<file path="config.mk">
export PLATFORM = sky130hd
export DESIGN_NAME = mips_cpu_muldiv
export DESIGN_NICKNAME = d
export VERILOG_FILES = /design/src/rtl/mips_cpu_pkg.sv /design/src/rtl/mips_cpu_div_step.sv /design/src/rtl/mips_cpu_muldiv.sv
export SDC_FILE = /design/constraint.sdc
export NUM_CORES = 1
export LEC_CHECK = 0
export ABC_AREA = 1
export CELL_PAD_IN_SITES_DETAIL_PLACEMENT = 1
export CELL_PAD_IN_SITES_GLOBAL_PLACEMENT = 2
export CORE_MARGIN = 2
export CORE_UTILIZATION = 32
export DETAILED_ROUTE_END_ITERATION = 8
export PLACE_DENSITY = 0.85
export SLEW_MARGIN = 40
export SYNTH_ARGS = -nofsm -noshare
export SYNTH_HDL_FRONTEND = slang
export SYNTH_SLANG_ARGS = --single-unit
export TNS_END_PERCENT = 1
</file>
<file path="constraint.sdc">
create_clock -name clk -period 3.3 [get_ports clk]
set_input_delay 0.66 -clock clk [delete_from_list [all_inputs] [get_ports clk]]
set_output_delay 0.66 -clock clk [all_outputs]
set_load 0.02 [all_outputs]
</file>
<file path="src/rtl/mips_cpu_pkg.sv">
// ---------------------------------------------------------------------------
// mips_cpu_pkg
// Shared types and constants for the MIPS execute-stage multiply/divide unit.
//   muldiv_op_t    : 3-bit operation code driven by the control unit
//   muldiv_state_t : sequencer states of mips_cpu_muldiv
//   MULDIV_WIDTH   : default datapath width (operands, HI, LO)
//   MULDIV_ITER    : default iteration count (one bit per cycle)
// ---------------------------------------------------------------------------
package mips_cpu_pkg;

  localparam int MULDIV_WIDTH = 32;
  localparam int MULDIV_ITER  = MULDIV_WIDTH;

  typedef enum logic [2:0] {
    OP_NONE  = 3'd0,
    OP_MULT  = 3'd1,
    OP_MULTU = 3'd2,
    OP_DIV   = 3'd3,
    OP_DIVU  = 3'd4,
    OP_MTHI  = 3'd5,
    OP_MTLO  = 3'd6
  } muldiv_op_t;

  typedef enum logic [1:0] {
    ST_IDLE = 2'd0,
    ST_CALC = 2'd1,
    ST_FIX  = 2'd2
  } muldiv_state_t;

endpackage

</file>
<file path="src/rtl/mips_cpu_div_step.sv">
// ---------------------------------------------------------------------------
// mips_cpu_div_step
// One combinational restoring-division step on unsigned magnitudes.
//   rem_in       : partial remainder, always < divisor on entry
//   dividend_bit : next dividend bit shifted in at the bottom
//   divisor      : divisor magnitude
//   rem_out      : next partial remainder
//   q_bit        : quotient bit produced by this step
// ---------------------------------------------------------------------------
module mips_cpu_div_step #(
  parameter int WIDTH = 32
) (
  input  logic [WIDTH-1:0] rem_in,
  input  logic             dividend_bit,
  input  logic [WIDTH-1:0] divisor,
  output logic [WIDTH-1:0] rem_out,
  output logic             q_bit
);

  logic [WIDTH:0]   shifted_s;
  logic [WIDTH-1:0] diff_s;

  // Trial subtraction; the difference is < divisor when taken, so WIDTH bits suffice.
  always_comb begin
    shifted_s = {rem_in, dividend_bit};
    diff_s    = shifted_s[WIDTH-1:0] - divisor;
    if (shifted_s >= {1'b0, divisor}) begin
      q_bit   = 1'b1;
      rem_out = diff_s;
    end else begin
      q_bit   = 1'b0;
      rem_out = shifted_s[WIDTH-1:0];
    end
  end

endmodule

</file>
<file path="src/rtl/mips_cpu_muldiv.sv">
// ---------------------------------------------------------------------------
// mips_cpu_muldiv
// Multi-cycle multiply/divide unit owning the architectural HI/LO registers.
// Executes MULT, MULTU, DIV, DIVU (iterative, WIDTH+1 busy cycles) and
// MTHI/MTLO (single-edge write, never busy).
// Ports:
//   clk, reset_n : clock, asynchronous active-low reset
//   start, op    : request and muldiv_op_t opcode, sampled only in IDLE
//   op_a, op_b   : rs / rt operands, captured at acceptance
//   busy         : high while a mult/div is in flight
//   done         : one-cycle pulse when a mult/div updates HI/LO
//   hi, lo       : HI and LO registers
// Build option: MULDIV_FAST_MULT_EN - MULT/MULTU use one combinational
// multiplier and skip CALC (busy for a single cycle). DIV/DIVU unchanged.
// ---------------------------------------------------------------------------
module mips_cpu_muldiv
  import mips_cpu_pkg::*;
#(
  parameter int WIDTH = MULDIV_ITER
) (
  input  logic             clk,
  input  logic             reset_n,
  input  logic             start,
  input  logic [2:0]       op,
  input  logic [WIDTH-1:0] op_a,
  input  logic [WIDTH-1:0] op_b,
  output logic             busy,
  output logic             done,
  output logic [WIDTH-1:0] hi,
  output logic [WIDTH-1:0] lo
);

  localparam int             CW   = $clog2(WIDTH);
  localparam logic [CW-1:0]  LAST = CW'(WIDTH - 1);

  muldiv_state_t    state_q, state_d;
  logic [CW-1:0]    cnt_q, cnt_d;
  logic [2*WIDTH-1:0] acc_q, acc_d;   // mult: {partial, multiplier}; div: {remainder, dividend/quotient}
  logic [WIDTH-1:0] opnd_q, opnd_d;   // mult: multiplicand; div: divisor (magnitudes)
  logic             is_div_q, is_div_d;
  logic             neg_q, neg_d;     // product / quotient must be negated
  logic             sa_q, sa_d;       // signed dividend was negative
  logic             div0_q, div0_d;
  logic [WIDTH-1:0] hi_q, hi_d, lo_q, lo_d;
  logic             busy_q, busy_d, done_q, done_d;

  muldiv_op_t       op_e;
  logic             is_signed_s, a_sign_s, b_sign_s;
  logic [WIDTH-1:0] a_mag_s, b_mag_s;
  logic [WIDTH:0]   mul_sum_s;
  logic [2*WIDTH-1:0] mul_next_s, div_next_s, prod_s;
  logic [WIDTH-1:0] rem_next_s, rem_s, quot_s;
  logic             q_bit_s;

  assign op_e = muldiv_op_t'(op);

  // Operand magnitudes for signed ops; unsigned ops pass raw values through.
  always_comb begin
    is_signed_s = (op_e == OP_MULT) || (op_e == OP_DIV);
    a_sign_s    = is_signed_s & op_a[WIDTH-1];
    b_sign_s    = is_signed_s & op_b[WIDTH-1];
    a_mag_s     = a_sign_s ? (-op_a) : op_a;
    b_mag_s     = b_sign_s ? (-op_b) : op_b;
  end

  // Radix-2 shift-add: add multiplicand when the current multiplier bit is set, then shift right.
  always_comb begin
    mul_sum_s  = {1'b0, acc_q[2*WIDTH-1:WIDTH]} +
                 (acc_q[0] ? {1'b0, opnd_q} : {(WIDTH+1){1'b0}});
    mul_next_s = {mul_sum_s, acc_q[WIDTH-1:1]};
  end

  mips_cpu_div_step #(.WIDTH(WIDTH)) u_div_step (
    .rem_in       (acc_q[2*WIDTH-1:WIDTH]),
    .dividend_bit (acc_q[WIDTH-1]),
    .divisor      (opnd_q),
    .rem_out      (rem_next_s),
    .q_bit        (q_bit_s)
  );

  // Remainder takes the next dividend bit; quotient bit enters at the bottom.
  always_comb begin
    div_next_s = {rem_next_s, acc_q[WIDTH-2:0], q_bit_s};
    rem_s      = acc_q[2*WIDTH-1:WIDTH];
    quot_s     = acc_q[WIDTH-1:0];
  end

  // Unsigned product magnitude presented to the FIX state.
  always_comb begin
`ifdef MULDIV_FAST_MULT_EN
    prod_s = {{WIDTH{1'b0}}, opnd_q} * {{WIDTH{1'b0}}, acc_q[WIDTH-1:0]};
`else
    prod_s = acc_q;
`endif
  end

  // Sequencer next-state and HI/LO update.
  always_comb begin
    state_d  = state_q;
    cnt_d    = cnt_q;
    acc_d    = acc_q;
    opnd_d   = opnd_q;
    is_div_d = is_div_q;
    neg_d    = neg_q;
    sa_d     = sa_q;
    div0_d   = div0_q;
    hi_d     = hi_q;
    lo_d     = lo_q;
    done_d   = 1'b0;
    case (state_q)
      ST_IDLE: begin
        if (start) begin
          case (op_e)
            OP_MULT, OP_MULTU: begin
              opnd_d   = a_mag_s;
              acc_d    = {{WIDTH{1'b0}}, b_mag_s};
              is_div_d = 1'b0;
              neg_d    = a_sign_s ^ b_sign_s;
              sa_d     = a_sign_s;
              div0_d   = 1'b0;
              cnt_d    = '0;
`ifdef MULDIV_FAST_MULT_EN
              state_d  = ST_FIX;
`else
              state_d  = ST_CALC;
`endif
            end
            OP_DIV, OP_DIVU: begin
              opnd_d   = b_mag_s;
              acc_d    = {{WIDTH{1'b0}}, a_mag_s};
              is_div_d = 1'b1;
              neg_d    = a_sign_s ^ b_sign_s;
              sa_d     = a_sign_s;
              div0_d   = (op_b == {WIDTH{1'b0}});
              cnt_d    = '0;
              state_d  = ST_CALC;
            end
            OP_MTHI: hi_d = op_a;
            OP_MTLO: lo_d = op_a;
            default: state_d = ST_IDLE;
          endcase
        end else begin
          state_d = ST_IDLE;
        end
      end
      ST_CALC: begin
        acc_d = is_div_q ? div_next_s : mul_next_s;
        cnt_d = cnt_q + 1'b1;
        if (cnt_q == LAST) begin
          state_d = ST_FIX;
        end else begin
          state_d = ST_CALC;
        end
      end
      ST_FIX: begin
        if (is_div_q) begin
          // With a zero divisor the dividend shifts straight into the remainder,
          // so restoring its sign recovers the original op_a for HI.
          hi_d = sa_q ? (-rem_s) : rem_s;
          if (div0_q) begin
            lo_d = {WIDTH{1'b1}};
          end else begin
            lo_d = neg_q ? (-quot_s) : quot_s;
          end
        end else begin
          {hi_d, lo_d} = neg_q ? (-prod_s) : prod_s;
        end
        done_d  = 1'b1;
        cnt_d   = '0;
        state_d = ST_IDLE;
      end
      default: state_d = ST_IDLE;
    endcase
    busy_d = (state_d != ST_IDLE);
  end

  // State and datapath registers; reset aborts any operation in flight.
  always_ff @(posedge clk or negedge reset_n) begin
    if (!reset_n) begin
      state_q  <= ST_IDLE;
      cnt_q    <= '0;
      acc_q    <= '0;
      opnd_q   <= '0;
      is_div_q <= 1'b0;
      neg_q    <= 1'b0;
      sa_q     <= 1'b0;
      div0_q   <= 1'b0;
      hi_q     <= '0;
      lo_q     <= '0;
      busy_q   <= 1'b0;
      done_q   <= 1'b0;
    end else begin
      state_q  <= state_d;
      cnt_q    <= cnt_d;
      acc_q    <= acc_d;
      opnd_q   <= opnd_d;
      is_div_q <= is_div_d;
      neg_q    <= neg_d;
      sa_q     <= sa_d;
      div0_q   <= div0_d;
      hi_q     <= hi_d;
      lo_q     <= lo_d;
      busy_q   <= busy_d;
      done_q   <= done_d;
    end
  end

  assign busy = busy_q;
  assign done = done_q;
  assign hi   = hi_q;
  assign lo   = lo_q;

endmodule

</file>
==> summary.txt <==
Run status
  • Outcome: finished, final reports clean

Global route
  • First-pass GRT wire length: 146 mm
  • Largest net degree at the start of global routing: 73
  • Antenna violations before repair: 3
  • Total grt overflow: 0
  • GRT Util Overall: between 30% and 40%
  • Vias in the first global route: around 23000

Yosys
  • Synthesized Nets: approximately 3300
  • Ys Warns: 0
  • Cell Area, Synth: between 15000 and 20000 sq um
  • Yosys reg bits: ~170
  • Sequential cell area fraction in the yosys report: 23.9%
  • Mean Syn Cell Area: ~5.8 sq um
  • Post-synth EDFFs: 0
  • Synth cell types: 54
  • Primary FF master, synth: dfrtp_1
  • Mapped Cells: 3108
  • Asr flop ratio synth: 100%

Clock network
  • CTS H-tree lvls: 4
  • CTS Root Buffer Type: clkbuf_16
  • CTS tree: built
  • Num CTS Buffers: 17
  • Reg clk slew, reported paths: roughly 0.080 ns
  • Hold-fix buffers, CTS: 0
  • Clock buffer depth: 2
  • CTS Sinks: roughly 170
  • Post-CTS Setup Inserts: 0
  • Worst skew pair latency: ~0.52 ns

Worst setup path
  • Setup CP Type: flop to flop
  • WP data arrival: ~3.5 ns
  • Crit-path max FO: 6
  • Setup crit start kind: flop
  • Crit end category: flop
  • Crit path required time: 3.69 ns

Place
  • Port buffer count: 135
  • Post-Place Cells: approximately 4000
  • Final HPWL from detailed placement: approximately 82 mm
  • Cell Area, Placed: 20800 sq um
  • Placer Congestion: 1.01

Die
  • Initial core utilization: approximately 32%
  • Die W: ~240 microns
  • Std-Cell Rows: between 80 and 90
  • Core Box Area: around 56000 sq um
  • I/O Pins: around 140
  • Die span in y: ~240 microns
  • Die area: roughly 60000 sq um

Detailed routing
  • Routed wire length per instance: around 24 microns
  • Antenna Nets Post-Route: 0
  • DRT iter0 DRCs: ~1900
  • Drt total wl: slightly below 100 mm
  • Vias/cell: 5.52
  • # DRC: 0
  • Drt pass-1 iters: 6
  • Vias: roughly 22000

STA
  • Max transition margin: between 40% and 50%
  • Max Transition Viols Final: 0
  • RSZ-0062 raised after global routing: no
  • Final min period: about 3.1 ns
  • Skew final: 0.0204 ns
  • Crit share post-route: between 90% and 100%
  • Slew @ Worst Pin: between 0.8 and 0.9 ns
  • Setup violators final: 0
  • Max Clk Rate: between 300 and 400 MHz
  • Setup TNS: 0 ns
  • Hold Fails Final Rpt: 0

Layout
  • Final instance area: ~21000 sq um
  • Layout area overhead: 18.2%
  • Final Non-Filler Cells: 4028
  • Final net count: between 3000 and 4000
  • Ratio of cells with drive above 1 in the final layout: around 5.3%
  • Most frequent cells in the layout: nand2_1, nor2_1, inv_1
  • Most common cell after layout, fill and taps aside: nand2_1
  • Layout fillers: 7650

Pwr
  • PwrDens: roughly 1200 nW/um^2
  • Peak supply drop: 0.587 mV
  • Pwr Total: around 25 mW
  • Leakage power total: approximately 11 nW

Run
  • Max Cap Viol: 0

Min path
  • Hold Path Class: input pin to async pin
cell usage after synthesis, types with 16 or more instances:
cell type,count,area [sq um]
a21oi_1,213,1070
xor2_1,56,490
nand2_1,866,3250
o21ai_0,193,966
inv_1,415,1560
ha_1,70,876
dfrtp_1,173,4330
nand4_1,54,338
clkbuf_1,67,251
o221ai_1,16,140
o21bai_1,17,128
nor3_1,33,165
buf_2,17,85.1
nor2_1,439,1650
o211ai_1,28,210
nand3_1,316,1580
cells by family (layout without fill, tap and decap cells):
kind of cell,count (synthesis),count (layout),share of synthesized area [%]
other,0,2,0
buffers and inverters,528,690,11.3
adder cells (fa/ha/maj),72,72,5.06
flip-flops,173,173,23.9
AO/OA/AOI/OAI,523,523,16.1
AND/OR/NAND/NOR,1748,1748,40.5
XOR/XNOR,64,64,3.10
worst max-delay path, cell delays in order, from the launching register on:
cell     delay [ns]
dfrtp_1        0.57
inv_2          0.24
ha_1           0.18
inv_1          0.08
fa_1           0.40
nand3_1        0.09
nand2_1        0.14
nand2_1        0.09
nand2_1        0.12
nand2_1        0.10
nand2_1        0.15
nand2_1        0.13
nand2_1        0.07
nand2_1        0.08
nand4_1        0.24
nand3_1        0.18
nand2_1        0.07
state kept, by name (all words and copies together) (netlist names):
name,flops
done,1
is_div_q,1
acc_q,64
sa_q,1
lo,32
neg_q,1
cnt_q,5
state_q,2
hi,32
busy,1
div0_q,1
opnd_q,32
through the flow:
step / setup slack, ns / util (%) / hold WS, ns
2_1_floorplan: 0.797 / - / 0.364
6_report: 0.239 / 38.1 / 0.185
4_1_cts: 0.200 / 38.0 / 0.228
3_3_place_gp: 0.110 / 37.0 / 0.459
3_5_place_dp: 0.0711 / 37.0 / 0.471
5_1_grt: 0.0590 / 38.1 / 0.221
layer usage:
| layer | track usage (%) | vias to the layer above | share of wire (%) |
|---|---|---|---|
| li1 | - | 10400 | - |
| met1 | 46.0 | 11000 | 45 |
| met2 | 52.1 | 766 | 45 |
| met3 | 5.54 | 146 | 6.6 |
| met4 | 12.3 | 2 | 3.8 |
| met5 | 0 | - | 0.013 |
report_power, final:
part	leakage [nW]	internal (mW)	switching, mW
sequential	2.00	3.15	1.38
combinational	8.26	5.83	12.5
clock	0.289	1.08	1.11
total	10.6	10.1	15.0
what timing repair did:
| action | 4_1_cts | 5_1_grt |
|---|---|---|
| endpoints found under the setup margin | 0 | 1 |
| endpoints found under the hold margin | 0 | 0 |
| gates resized for setup | 0 | 1 |
final cells by class:
cell class,instances,area [sq um],area share (%)
diodes,2,5.00,0.0234
clock buffers,17,425,1.99
clock inverters,15,176,0.825
inverters,428,1610,7.51
multi-input cells,2407,11700,54.9
flip-flops and latches,173,4330,20.3
well taps,756,946,4.42
repair buffers,230,2140,10.0
final timing paths:
check	startpoint	cells after the start	end	slack, ns
worst max register to register	acc_q[31]	16	acc_q[54]	0.24
worst min-delay path	reset_n	1	cnt_q[2]	0.18
worst min register to register	lo[9]	2	lo[9]	0.49
worst max-delay path	acc_q[31]	16	acc_q[54]	0.24
min in group clk	lo[9]	2	lo[9]	0.49
max in group asynchronous	reset_n	2	acc_q[55]	2.35
(Power assumes the default switching activity.)
